**src/rtl/ifid_skid_stage.sv**
```systemverilog
// ifid_skid_stage: two-entry IF/ID skid buffer with flush, sticky halt and registered in_ready.
module ifid_skid_stage #(
    parameter int IW = 16,
    parameter int PW = 16,
    parameter logic [IW-1:0] NOP_INSTR = 16'h0800,
    parameter logic [IW-1:0] HALT_INSTR = 16'h0000
) (
    input  logic          clk,
    input  logic          rst,
    input  logic          in_valid,
    output logic          in_ready,
    input  logic [IW-1:0] in_instr,
    input  logic [PW-1:0] in_pc_next,
    input  logic          in_pred_taken,
    input  logic          in_err,
    input  logic          flush,
    input  logic          halt,
    output logic          out_valid,
    input  logic          out_ready,
    output logic [IW-1:0] out_instr,
    output logic [PW-1:0] out_pc_next,
    output logic          out_pred_taken,
    output logic          out_err,
    output logic [1:0]    occupancy
);
    typedef struct packed {
        logic [IW-1:0] instr;
        logic [PW-1:0] pc;
        logic          pt;
        logic          err;
        logic          v;
    } ent_t;

    ent_t main_q, main_d, skid_q, skid_d, new_e;
    logic halted_q, halted_d, rdy_q, rdy_d;
    logic acc, cons;
    logic [1:0] occ_d;

    assign acc = in_valid & rdy_q;
    assign cons = main_q.v & out_ready;
    assign new_e = '{instr: halt ? HALT_INSTR : in_instr, pc: in_pc_next,
                     pt: in_pred_taken, err: in_err, v: 1'b1};

    // Invalid entries are always zeroed, so shifting skid into main never leaks payload.
    always_comb begin
        main_d = main_q;
        skid_d = skid_q;
        halted_d = halted_q;
        if (flush) begin
            main_d = '0;
            skid_d = '0;
        end else begin
            if (cons) begin
                main_d = skid_q;
                skid_d = '0;
            end
            if (acc) begin
                if (!main_d.v) main_d = new_e;
                else skid_d = new_e;
                if (halt) halted_d = 1'b1;
            end
        end
        occ_d = 2'(main_d.v) + 2'(skid_d.v);
        rdy_d = (occ_d != 2'd2) && !halted_d;
    end

    always_ff @(posedge clk or negedge rst) begin
        if (!rst) begin
            main_q <= '0;
            skid_q <= '0;
            halted_q <= 1'b0;
            rdy_q <= 1'b1;
        end else begin
            main_q <= main_d;
            skid_q <= skid_d;
            halted_q <= halted_d;
            rdy_q <= rdy_d;
        end
    end

    assign in_ready = rdy_q;
    assign out_valid = main_q.v;
    assign out_instr = main_q.v ? main_q.instr : NOP_INSTR;
    assign out_pc_next = main_q.v ? main_q.pc : '0;
    assign out_pred_taken = main_q.v & main_q.pt;
    assign out_err = main_q.v & main_q.err;
    assign occupancy = 2'(main_q.v) + 2'(skid_q.v);
endmodule

```
**config.mk**
```make
export PLATFORM = sky130hd
export DESIGN_NAME = ifid_skid_stage
export DESIGN_NICKNAME = d
export VERILOG_FILES = /design/src/rtl/ifid_skid_stage.sv
export SDC_FILE = /design/constraint.sdc
export NUM_CORES = 1
export LEC_CHECK = 0
export ABC_AREA = 1
export CORE_MARGIN = 2
export CORE_UTILIZATION = 45
export CTS_CLUSTER_SIZE = 30
export DETAILED_ROUTE_END_ITERATION = 10
export HOLD_SLACK_MARGIN = 0.1
export PLACE_DENSITY_LB_ADDON = 0.08
export SLEW_MARGIN = 20
export SYNTH_ARGS = -nofsm -noshare
export SYNTH_HDL_FRONTEND = slang
export SYNTH_SLANG_ARGS = --single-unit
```
**constraint.sdc**
```tcl
create_clock -name clk -period 1.9 [get_ports clk]
set_clock_uncertainty 0.15 [all_clocks]
set_input_delay 0.285 -clock clk [delete_from_list [all_inputs] [get_ports clk]]
set_output_delay 0.285 -clock clk [all_outputs]
set_load 0.1 [all_outputs]
```
==> metrics.yaml <==
crit_path_start_kind: "flip-flop"
synth_area_sq_um: 3910
rows: 34
hold_viol: 0
finalCritPeriodShare_pct: 99.5
detail-route-antenna-nets: 0
instances_no_fill: 763
top_usage_layer: "met2"
tightest_slew_ns: 0.303
switching_share_pct: 31.7
ctsLongestPathBuffers: 2
drtIter0Drc: 169
antenna_cells: 0
ys_ff_latch: 72
cp_data_required_time_ns: 1.46
ys_seq_area_share_pct: 46.1
clockRootBuffer: "clkbuf_8"
antenna_found_initial: 0
die_area_sq_um: 9450
grtUsageMet2_pct: 35.8
p_switching_mw: 1.29
numCtsBuffers: 9
fp.coreArea_sq_um: 8550
grt_pass1_vias: 3475
multi_input_area_sq_um: 1680
ff2ff_path_depth: 7
route.detailed.drc: 0
initial_core_util_pct: 45.7
synth_fp_nets: 611
portBuffers: 77
die_y_um: 97.2
total_power_mw: 4.08
dp.cells: 741
synth_area_leader_cell: "dfrtp_1"
gr-usage-met3_pct: 4.39
wirelength_um: 9390
critical_path_class: "reg -> out"
setup_viol: 0
wire_per_inst_um: 12.3
cp-end-kind: "output pin"
io_pins: 78
cts.sinks: 72
path_clk_slew_ns: 0.08
grt_use_met1_pct: 27.1
dpl.hpwl_um: 6210
fin_crit_ns: 1.89
synth_area_leaders: "dfrtp_1, nand2_1, nor2_1, o21ai_0, inv_1"
worstSkewPairLatency_ns: 0.34
grt_max_degree: 55
rr_startpoint: "out_valid"
min_path_type: "in -> async"
intPower_mw: 2.79
worstPathArrival_ns: 1.46
viasPerCell: 4.82
combPwrFrac_pct: 25.5
cp_max_fo: 9
avgSynthCellArea_sq_um: 6.86
grt_usage_pct: 20.8
regToRegSetupSlack_ns: 0.15
syn_inst: 570
p_clk_share_pct: 32.4
rr_endpoint: "main_q[3]"
drive_gt1_share_pct: 22.4
grt_pass1_wl_um: 16000
fin_nets: 691
vias: 3679
power_density_nw_per_um2: 707
dpl_cell_area_sq_um: 5390
synth_cell_types: 21
first_pass_iters: 4
max_clock_freq_mhz: 529
gp_congestion: 0.781
fill_cells: 725
rsz0062_at_grt: "yes"
outcome: "completed"
seqPwrFrac_pct: 42.1
die_x_um: 97.2
grt-ovfl-total: 0
post-place-ws_ns: 0.0953
syn_to_final_growth_pct: 47.4
cts-htree-levels: 3
ys_warn_count: 0
final_util_pct: 67.4
cts_tree: "built"
fin_area_sq_um: 5760
power_leakage_nw: 2.74
cap_violations: 0
slew_violations: 0
seq_area_sq_um: 1810
synth_top_area_share_pct: 45.5
slew_headroom_pct: 79.8
irDropWorstVdd_mv: 0.450
setup_ws_ns: 0.00862
-- layout by cell type (no fill, tap or decap), types with 17 or more instances in the layout --
| cell type | synthesis | final |
|---|---|---|
| nand2_2 | 5 | 21 |
| nor2_1 | 118 | 118 |
| buf_4 | 4 | 17 |
| clkinvlp_4 | 0 | 29 |
| nand2_1 | 136 | 111 |
| inv_1 | 89 | 60 |
| clkdlybuf4s50_1 | 0 | 38 |
| buf_12 | 0 | 46 |
| o21ai_0 | 78 | 78 |
| dfrtp_1 | 71 | 70 |
-- state kept, by name (all words and copies together) (netlist names) --
| name | count |
|---|---|
| skid_q | 35 |
| main_q | 34 |
| in_ready | 1 |
| out_valid | 1 |
| halted_q | 1 |
-- worst max path at each step --
stage,startpoint,end,cells after the start
2_1_floorplan,out_valid,out_instr[12],4
6_report,out_valid,out_instr[1],4
3_3_place_gp,out_ready,main_q[3],7
4_1_cts,out_valid,out_pc_next[10],4
5_1_grt,out_valid,out_pc_next[15],4
3_5_place_dp,out_ready,main_q[3],7
-- logic make-up after synthesis --
group	share of synthesized area, %
adder cells (fa/ha/maj)	0.320
AND/OR/NAND/NOR	27.7
flip-flops	46.1
buffers and inverters	13.6
AO/OA/AOI/OAI	12.2
-- through the flow --
stage               setup TNS [ns]  hold slack, ns
floorplan                   -0.672          -0.161
global placement                 0          0.0455
detailed placement               0          0.0512
CTS                        -0.0353           0.232
global route                -0.265           0.250
finish                           0           0.228
-- layer usage --
layer	wire length [um]	up-vias	share of wire, %
met4	83	0	0.88
met3	405	8	4.3
li1	-	1865	-
met5	0	-	0
met2	4760	79	51
met1	4140	1727	44
-- power groups by stage --
stage          Sequential, mW  Combinational (mW)  Clock, mW
2_1_floorplan            1.76               0.586          0
3_3_place_gp             1.74               0.972          0
3_5_place_dp             1.74               0.984          0
4_1_cts                  1.70                1.02       1.34
5_1_grt                  1.73                1.14       1.42
6_report                 1.71                1.04       1.32
-- synthesized netlist by cell type --
| master | count |
|---|---|
| nor2_1 | 118 |
| clkbuf_2 | 1 |
| nand2_1 | 136 |
| nand2_2 | 5 |
| buf_2 | 17 |
| nand3_4 | 1 |
| o21ai_0 | 78 |
| inv_1 | 89 |
| buf_6 | 2 |
| ha_1 | 1 |
| dfrtp_1 | 71 |
| a31oi_1 | 1 |
| nand3_1 | 16 |
| dfstp_2 | 1 |
| clkbuf_1 | 12 |
| inv_2 | 2 |
| buf_4 | 4 |
| clkinv_1 | 1 |
| o21ai_1 | 11 |
| a21oi_1 | 2 |
| a21oi_4 | 1 |
-- critical path: stages, from the launching register on --
cell and delay [ns]:
dfrtp_4 0.57, buf_6 0.17, nand2_1 0.10, clkinvlp_4 0.10, buf_12 0.17
-- what timing repair did --
action / in CTS / in global routing
endpoints found under the hold margin: 72 / 0
hold buffers: 1 / 0
endpoints found under the setup margin: 27 / 25
gates resized for setup: 9 / 19
buffers inserted: 2 / 3
-- cell type report --
class / instances / area share (%)
clock inverters: 6 / 1.45
repair buffers: 105 / 25.6
well taps: 108 / 2.34
clock buffers: 10 / 2.21
inverters: 92 / 7.88
multi-input cells: 370 / 29.2
flip-flops and latches: 72 / 31.4
(Power assumes the default switching activity.)
